===== config.mk =====
export PLATFORM = sky130hd
export DESIGN_NAME = mlp_result_drain_flat
export DESIGN_NICKNAME = d
export VERILOG_FILES = /design/src/rtl/mlp_result_drain_pkg.sv /design/src/rtl/mlp_result_drain_if.sv /design/src/rtl/mlp_result_drain_fifo.sv /design/src/rtl/mlp_result_drain.sv /design/src/flat_wrapper.sv
export SDC_FILE = /design/constraint.sdc
export NUM_CORES = 1
export LEC_CHECK = 0
export BUFFER_PORTS_ARGS = -buffer_cell sky130_fd_sc_hd__buf_4
export CORE_AREA = 2 2 202 204
export CTS_BUF_LIST = sky130_fd_sc_hd__clkbuf_8
export DETAILED_ROUTE_END_ITERATION = 7
export DIE_AREA = 0 0 204 206
export MAX_ROUTING_LAYER = met4
export SKIP_LAST_GASP = 1
export SYNTH_ARGS = -nofsm -noshare
export SYNTH_HDL_FRONTEND = slang
export SYNTH_HIERARCHICAL = 1
export SYNTH_SLANG_ARGS = --single-unit

===== constraint.sdc =====
create_clock -name clk_i -period 5.6 [get_ports clk_i]
set_input_delay 0.28 -clock clk_i [delete_from_list [all_inputs] [get_ports clk_i]]
set_output_delay 0.28 -clock clk_i [all_outputs]
set_load 0.05 [all_outputs]

===== src/rtl/mlp_result_drain_pkg.sv =====
// Shared types for the MLP result drain: the signed result word and the
// FIFO entry that tags each word with its end-of-frame marker.
package mlp_result_drain_pkg;

    localparam int DATA_W = 16;

    typedef logic signed [DATA_W-1:0] result_t;

    typedef struct packed {
        logic    last;
        result_t data;
    } drain_entry_t;

    localparam int ENTRY_W = $bits(drain_entry_t);

endpackage


===== src/rtl/mlp_result_drain_if.sv =====
// Valid/ready result stream leaving the drain; master drives the word,
// slave (the classification consumer) drives ready.
interface mlp_result_drain_if;
    import mlp_result_drain_pkg::*;

    logic    valid;
    logic    ready;
    result_t payload;
    logic    last;

    modport master (output valid, output payload, output last, input ready);
    modport slave  (input valid, input payload, input last, output ready);

endinterface


===== src/rtl/mlp_result_drain_fifo.sv =====
// Synchronous FIFO with the head entry read straight out of the storage flops,
// so a word written at one edge is visible only after that edge.
module mlp_sync_fifo #(
    parameter int WIDTH = 17,
    parameter int DEPTH = 16,
    localparam int PTR_W = $clog2(DEPTH),
    localparam int LVL_W = PTR_W + 1
) (
    input  logic             clk_i,
    input  logic             rst_ni,
    input  logic             push,
    input  logic [WIDTH-1:0] wdata,
    input  logic             pop,
    output logic [WIDTH-1:0] rdata,
    output logic             full,
    output logic             empty,
    output logic [LVL_W-1:0] level
);

    logic [WIDTH-1:0] mem [DEPTH];
    logic [PTR_W-1:0] wr_ptr;
    logic [PTR_W-1:0] rd_ptr;

    assign full  = (level == LVL_W'(DEPTH));
    assign empty = (level == '0);
    assign rdata = mem[rd_ptr];

    // Caller guarantees push only when not full (or popping) and pop only when not empty.
    always_ff @(posedge clk_i) begin
        if (rst_ni) begin
            wr_ptr <= '0;
            rd_ptr <= '0;
            level  <= '0;
        end else begin
            if (push) wr_ptr <= wr_ptr + 1'b1;
            if (pop)  rd_ptr <= rd_ptr + 1'b1;
            if (push && !pop)
                level <= level + 1'b1;
            else if (pop && !push)
                level <= level - 1'b1;
        end
    end

    always_ff @(posedge clk_i) begin
        if (push) mem[wr_ptr] <= wdata;
    end

endmodule


===== src/rtl/mlp_result_drain.sv =====
// Captures the MLP core's unthrottled result beats, re-issues them on a
// valid/ready stream with frame-end tags, and reports per-frame signed argmax.
module mlp_result_drain
    import mlp_result_drain_pkg::*;
#(
    parameter int DEPTH     = 16,
    parameter int FRAME_LEN = 10,
    parameter int IDX_W     = (FRAME_LEN > 1) ? $clog2(FRAME_LEN) : 1,
    localparam int LVL_W    = $clog2(DEPTH) + 1
) (
    input  logic               clk_i,
    input  logic               rst_ni,
    input  logic               in_valid_i,
    input  result_t            in_payload_i,
    mlp_result_drain_if.master out_if,
    output logic               argmax_valid_o,
    output logic [IDX_W-1:0]   argmax_idx_o,
    output result_t            argmax_val_o,
    output logic               overflow_o,
    output logic [LVL_W-1:0]   level_o
);

    drain_entry_t     wr_entry;
    drain_entry_t     head_entry;
    logic             fifo_full;
    logic             fifo_empty;
    logic             do_push;
    logic             do_pop;
    logic             last_beat;
    logic             beat_wins;
    logic [IDX_W-1:0] frame_cnt;
    logic [IDX_W-1:0] run_idx;
    logic [IDX_W-1:0] next_idx;
    result_t          run_max;
    result_t          next_max;

    assign out_if.valid   = !fifo_empty;
    assign out_if.payload = head_entry.data;
    assign out_if.last    = head_entry.last;

    // A full FIFO still accepts a word when the consumer frees a slot in the same cycle.
    assign do_pop    = !fifo_empty && out_if.ready;
    assign do_push   = in_valid_i && (!fifo_full || do_pop);
    assign last_beat = (frame_cnt == IDX_W'(FRAME_LEN - 1));
    assign wr_entry  = '{last: last_beat, data: in_payload_i};

    // Beat 0 always seeds the running max; later beats need a strictly larger value.
    assign beat_wins = (frame_cnt == '0) || (in_payload_i > run_max);
    assign next_max  = beat_wins ? in_payload_i : run_max;
    assign next_idx  = beat_wins ? frame_cnt : run_idx;

    mlp_sync_fifo #(
        .WIDTH (ENTRY_W),
        .DEPTH (DEPTH)
    ) u_fifo (
        .clk_i  (clk_i),
        .rst_ni (rst_ni),
        .push   (do_push),
        .wdata  (wr_entry),
        .pop    (do_pop),
        .rdata  (head_entry),
        .full   (fifo_full),
        .empty  (fifo_empty),
        .level  (level_o)
    );

    // Frame tracking advances on every beat, dropped or not, to keep alignment.
    always_ff @(posedge clk_i) begin
        if (rst_ni) begin
            frame_cnt      <= '0;
            run_max        <= '0;
            run_idx        <= '0;
            argmax_valid_o <= 1'b0;
            argmax_idx_o   <= '0;
            argmax_val_o   <= '0;
            overflow_o     <= 1'b0;
        end else begin
            argmax_valid_o <= 1'b0;
            if (in_valid_i) begin
                frame_cnt <= last_beat ? '0 : frame_cnt + 1'b1;
                run_max   <= next_max;
                run_idx   <= next_idx;
                if (last_beat) begin
                    argmax_valid_o <= 1'b1;
                    argmax_idx_o   <= next_idx;
                    argmax_val_o   <= next_max;
                end
                if (!do_push) overflow_o <= 1'b1;
            end
        end
    end

endmodule


===== src/flat_wrapper.sv =====
// flat-port wrapper written by rule: the top's interface ports become plain ports
module mlp_result_drain_flat import mlp_result_drain_pkg::*;
#(
    parameter int DEPTH     = 16,
    parameter int FRAME_LEN = 10,
    parameter int IDX_W     = (FRAME_LEN > 1) ? $clog2(FRAME_LEN) : 1,
    localparam int LVL_W    = $clog2(DEPTH) + 1
)
  (clk_i, rst_ni, in_valid_i, in_payload_i, argmax_valid_o, argmax_idx_o, argmax_val_o, overflow_o, level_o, out_if_valid, out_if_payload, out_if_last, out_if_ready);
  mlp_result_drain_if out_if_i ();
  input  logic clk_i;
  input  logic rst_ni;
  input  logic in_valid_i;
  input  result_t in_payload_i;
  output logic argmax_valid_o;
  output logic [IDX_W-1:0] argmax_idx_o;
  output result_t argmax_val_o;
  output logic overflow_o;
  output logic [LVL_W-1:0] level_o;
  output wire logic [$bits(out_if_i.valid)-1:0] out_if_valid;
  output wire logic [$bits(out_if_i.payload)-1:0] out_if_payload;
  output wire logic [$bits(out_if_i.last)-1:0] out_if_last;
  input wire logic [$bits(out_if_i.ready)-1:0] out_if_ready;
  assign out_if_valid = out_if_i.valid;
  assign out_if_payload = out_if_i.payload;
  assign out_if_last = out_if_i.last;
  assign out_if_i.ready = out_if_ready;
  mlp_result_drain #(.DEPTH(DEPTH), .FRAME_LEN(FRAME_LEN), .IDX_W(IDX_W)) u_core (.clk_i(clk_i), .rst_ni(rst_ni), .in_valid_i(in_valid_i), .in_payload_i(in_payload_i), .out_if(out_if_i), .argmax_valid_o(argmax_valid_o), .argmax_idx_o(argmax_idx_o), .argmax_val_o(argmax_val_o), .overflow_o(overflow_o), .level_o(level_o));
endmodule

### Yosys cells after proc, flatten, opt, wreduce, memory -nomap -nowiden

Memory sizes are Yosys's and may differ from the RTL's. A register that Yosys moved wholly into a read port is not among the register bits.
Cells that the tools add are included.

| cells by class | value |
|---|---|
| add/sub/neg operators | 5 |
| $lt $le $gt $ge | 1 |
| equal/unequal tests | 2 |
| muxes and demuxes | 10 |
| bitwise logic cells | 2 |
| reduce and logical (&&, ||, !) cells | 16 |

Operators by type and width:

| kind | count |
|---|---|
| greater-than comparator 16 bit | 1 |
| 2-to-1 mux 16 bit | 1 |
| 2-to-1 mux 4 bit | 4 |
| adder 4 x 1 -> 4 bit, second input constant | 3 |
| 2-to-1 mux 5 bit | 2 |
| adder 5 x 1 -> 5 bit, second input constant | 1 |
| == test 5 bit, second input constant | 1 |
| zero test 5 bit | 1 |
| subtractor 5 x 1 -> 5 bit, second input constant | 1 |
| == test 4 bit, second input constant | 1 |
| logical AND 1 bit | 4 |
| zero test 1 bit | 4 |
| zero test 4 bit | 1 |
| AND reduction 2 bit | 2 |
| 2-to-1 mux 1 bit | 3 |
| logical OR 1 bit | 2 |
| NOT 1 bit | 2 |
| nonzero test 2 bit | 1 |
| OR reduction 2 bit | 1 |

| word-level totals | value |
|---|---|
| register bits | 59 |
| memory bits (writable) | 272 |
| word-level logic and storage cells | 47 |
| memories kept | 1 |

Memories:

| memory | words | bits a word | read ports | clocked after Yosys merged registers in | write ports | RTL line | text |
|---|---|---|---|---|---|---|---|
| u_core.u_fifo.mem | 16 | 17 | 1 | 1 | 1 | mlp_result_drain_fifo.sv:20 | `logic [WIDTH-1:0] mem [DEPTH];` |

### Depth between registers and ports, before layout

| logic depth | value |
|---|---|
| depth in word-level cells | 9 |
| mapped depth | 13 |
| gate-level depth less buffers | 13 |

### Modules after synthesis

The synthesis kept the hierarchy.

Modules (own cells, without submodules):

| module | instances | cells each | area each (sq um) |
|---|---|---|---|
| mlp_sync_fifo | 1 | 527 | 11,149.4 |
| mlp_result_drain | 1 | 301 | 2,592.5 |

### Worst setup path before layout

Ideal clock, no wire load.

| timing | value |
|---|---|
| path type | register to register |
| start | register u_core.u_fifo.level[0] |
| end | register u_core.u_fifo.level[4] |
| setup time | 0.121 ns |
| arrival time | 3.072 ns |
| path slack | 2.407 ns |
| cell stages (with the launch flop) | 12 |
| path buffers | 0 |
| period minus slack after synthesis | 3.193 ns |
| path through | dfxtp_1 > or4_1 > nor2_1 > inv_1 > nand2_1 > a21oi_1 > ha_1 > fa_1 > nand2b_1 > a21oi_1 > mux2i_1 > mux2_2 |

| between the ends | value |
|---|---|
| longest elaborated chain between the ends | 8 |
| elaborated cells between the ends (all ways) | 16 |
| those cells by class | 2 x add/sub; 1 x eq/ne; 2 x mux; 11 x reduce/logical |

Ends and longest elaborated chain:

| element | RTL line | text |
|---|---|---|
| start, declared | mlp_result_drain_fifo.sv:17 | `output logic [LVL_W-1:0] level` |
| start signal, assigned | mlp_result_drain_fifo.sv:38 | `level <= level + 1'b1;` |
| start signal, assigned | mlp_result_drain_fifo.sv:40 | `level <= level - 1'b1;` |
| zero test 5 bit * | mlp_result_drain_fifo.sv:25 | `assign empty = (level == '0);` |
| named net u_core.fifo_empty | mlp_result_drain.sv:26 | `logic fifo_empty;` |
| zero test 1 bit * | -- |  |
| named net out_if_valid | flat_wrapper.sv:20 | `output wire logic [$bits(out_if_i.valid)-1:0] out_if_valid;` |
| logical AND 1 bit * | mlp_result_drain.sv:42 | `assign do_pop = !fifo_empty && out_if.ready;` |
| logical OR 1 bit * | mlp_result_drain.sv:43 | `assign do_push = in_valid_i && (!fifo_full \|\| do_pop);` |
| logical AND 1 bit * | mlp_result_drain.sv:43 |  |
| named net u_core.do_push | mlp_result_drain.sv:27 | `logic do_push;` |
| zero test 1 bit | -- |  |
| logical AND 1 bit | mlp_result_drain_fifo.sv:39 | `else if (pop && !push)` |
| nonzero test 2 bit (no line) | -- |  |

The timed path passes the listed nets; every way through them passes the cells marked *. The select of a mux whose other input is x is not followed.
A chain may end at the register's enable or synchronous reset.

==> out/results.txt <==
The run finished with clean final reports. The logs give 65 for the count of boundary I/O pins and 0.222 for the relative max-transition margin. STA classifies the critical path endpoint as an output port.

The first global-routing pass estimated 47200 um of wire. The worst setup path is launched from a register. Setup violations remaining at the end of the flow were counted as 0. The violation count after the first detailed-route iteration is 659. The tools report the count of nets after finishing as 969. The number of instances in the synthesized netlist was 828; the total of flip-flops plus latches after synthesis was 335. The width of the die works out to 204 um. Once the clock tree was built, the resizer swapped 0 gates to a different size.

In this run the static leakage power is 5.37 nW. The aggregate routed wire length came out at 31000 um. The period utilization is 0.642. The logs give 0.397 for the final core utilization and 30.2 ps for the final worst clock skew. Using the TritonRoute via totals, the vias-per-cell ratio works out to 5.13. Counting flops with a built-in enable in the synthesized netlist gives 272.

The tools report the fraction of power consumed by the clock network as 0.322. After detailed routing, the number of remaining DRC violations is 0. The maximum number of buffers from clock root to sink is 3. The sequential share of power was 0.455. The tools report the storage element area as 9430 um2. The logs give 7693 for the via count and 3960 um2 for the area of combinational cells with multiple inputs. For the worst setup path, the data required time is 5320 ps. The logic gate share of total power was 0.223; the H-tree depth was 2.

The placed instances occupy a cell area of 14800 um2. The proportion of layout cells with a drive suffix above 1 was 0.236; the number of antenna violations at the first check in global routing was 0. After filler insertion, the fill cell instance count of the layout stands at 3739.

Critical setup path kind: register to output port. Number of endpoints with negative hold slack in the final report: 0. TritonCTS built the clock tree. Once detail routing completed, the nets flagged for antenna violations numbered 0.

For the worst setup path, the data arrival time is 3310 ps. Register area share after synthesis: 0.686. At the end of routability-driven placement, the weighted congestion stood at 0.791. The run gives 874 as the number of nets in the synthesized netlist. At the pin with the least slew margin, the transition time is 1170 ps.

Clock tree synthesis found a total of 335 sinks. The number of antenna diodes in the final layout is 0. The area share of the largest cell type after synthesis works out to 0.594. Summing internal, switching and leakage power gives 6.54 mW. The switching power of the nets came out at 1.99 mW. The standard cell core area came out at 40200 um2. The cell sitting at the root of the clock tree is a clkbuf_8. Initial cell density of the core: 0.342.

The tools report the final-report max-slew violation count as 0. Max-cap violations in this run came to 0. The post-synth design cell area is 13700 um2, and the setup total negative slack is 0 ps.

From bottom edge to top edge, the die measures 206 um. The number of distinct standard cells referenced by the synthesized netlist was 51; the global route total overflow was 0. By area the synthesized netlist is led by edfxtp_1 (59%), mux4_2 (9.5%), dfxtp_1 (9.2%). The layout-stage area growth over the synthesis result was 16.1%.

The detailed placement HPWL came out at 17500 um. The largest vdd supply drop came out at 0.000183 V. The tools report the via count of the first global-routing pass as 7763. The clock-pin slew on the worst setup and hold paths is 60 ps. The most used flip-flop cell after synthesis is edfxtp_1. For the finished layout, the period the worst path requires is 3590 ps.

The top cell type by total area after synthesis was edfxtp_1. The pre-CTS worst setup slack is 2470 ps, and the switching part of the total power is 0.304. The path type of the worst min-delay path is primary input to register.

The tools report the largest net degree at the start of global routing as 83. The power density normalized to cell area is 410 nW/um2. Total track usage: 0.154. For the highest achievable clock rate, the log shows 278 MHz.

The area of the die was 42000 um2; the number of CTS-inserted buffers was 55. The share of synthesized registers carrying an async set or reset works out to 0. During synthesis, Yosys emitted a total of 6 warnings. The logs give 5 for the number of detailed-routing iterations run before antenna repair and 16000 um2 for the post-route standard cell area excluding fillers.

Setup repair after global routing left no endpoint under its margin. The clock insertion delay at the later pin of the skew report was 610 ps. The floorplan has 74 rows. Cell internal power was estimated by the tool at 4.55 mW. The worst path meets setup with 2010 ps of slack. Along the worst path, the maximum fanout reaches 51.

The mean instance size in the synthesized netlist is 16.6 um2, and the count of port buffers added during placement is 64. The wire length per cell works out to 20.7 um.
==> routing by layer <==
layer / vias up / part of all wire / track usage
met1: 3932 / 0.45 / 0.207
met5: - / 0 / -
met4: 0 / 0.020 / 0.0440
li1: 3462 / - / -
met2: 247 / 0.46 / 0.237
met3: 52 / 0.064 / 0.0331
==> critical path, stage by stage, from the launching register on <==
cell,delay (ps)
dfxtp_4,1020
buf_4,490
mux4_2,550
a22oi_1,310
nand2_1,100
buf_4,200
==> power groups by stage <==
stage,clock network (mW),logic [mW],registers [mW]
floorplan,0,1.22,2.92
global placement,0,1.45,3.04
detailed placement,0,1.46,3.04
CTS,2.17,1.47,2.99
global route,2.26,1.56,3.01
finish,2.10,1.46,2.98
==> metrics by stage <==
step,std cells,hold WS [ps]
final,1500,44.7
after global routing,1500,25.5
after CTS,1500,1.22
after detailed placement,1389,450
after global placement,1389,446
after floorplan,828,379
==> what timing repair did <==
action | in CTS | in global routing
hold endpoints to repair | 66 | 0
buffers inserted | 0 | 0
hold buffers | 9 | 0
==> path summary, 6_finish.rpt <==
path	from	to	slack, ps	cells past startpoint
worst max-delay path	register	out_if_payload[6]	2010	5
worst min-delay path	in_payload_i[12]	u_core/u_fifo/mem[1][12]	40	1
worst max register to register	u_core/u_fifo/level[0]	u_core/u_fifo/level[4]	2460	11
worst min register to register	u_core/argmax_idx_o[0]	u_core/argmax_idx_o[0]	460	2
==> cells in the mapped netlist, types with 3 or more instances <==
library cell    n
a21oi_1        15
a22oi_1        34
a311oi_1       16
a31oi_1         3
and2_1         18
buf_1           3
buf_2          11
clkbuf_1       32
dfxtp_1        63
edfxtp_1      272
ha_1           25
inv_1          27
mux2i_1        22
mux4_1         10
mux4_2         58
nand2_1        34
nand2b_1       39
nand4_1        21
nor2_1         48
nor2b_1         6
nor3_1          4
o31ai_1        16
or4_1           4
xnor2_1         3
xor2_1          7
==> layout by cell type, fill, tap and decap left out, types with 16 or more instances in the layout <==
master,instances
a311oi_1,16
clkbuf_8,58
nand2b_1,39
a22oi_1,34
nand4_1,21
mux4_2,58
nor2_1,48
mux2i_1,22
nand2_1,34
and2_1,18
buf_4,82
dfxtp_1,61
edfxtp_1,272
ha_1,25
inv_1,35
o31ai_1,16
==> state kept, by name (all words and copies together), names as in the netlist, named ones only <==
name                   flops
u_core/argmax_val_o       16
u_core/run_idx             4
u_core/argmax_valid_o      1
u_core/frame_cnt           4
u_core/u_fifo/rd_ptr       4
u_core/run_max            16
u_core/u_fifo/wr_ptr       4
u_core/argmax_idx_o        4
u_core/u_fifo/level        5
u_core/u_fifo/mem        272
u_core/overflow_o          1
==> cell families (layout without fill, tap and decap cells) <==
family,count (synthesis),count (layout),share of synthesized area
AO/OA/AOI/OAI,98,98,0.0528
XOR/XNOR,10,10,0.00637
multiplexers,91,91,0.131
AND/OR/NAND/NOR,188,188,0.0721
buffers and inverters,80,220,0.0273
flip-flops,335,335,0.686
adder cells (fa/ha/maj),26,26,0.0242
==> area by class of cell <==
type                       instances  area share
sequential                       335       0.591
multi-input combinational        413       0.248
clock buffer                      58      0.0500
timing repair buffer              91      0.0442
tap                              532      0.0417
clock inverter                    44      0.0183
inverter                          27     0.00635
No activity file was read; power rests on OpenSTA's default activity.
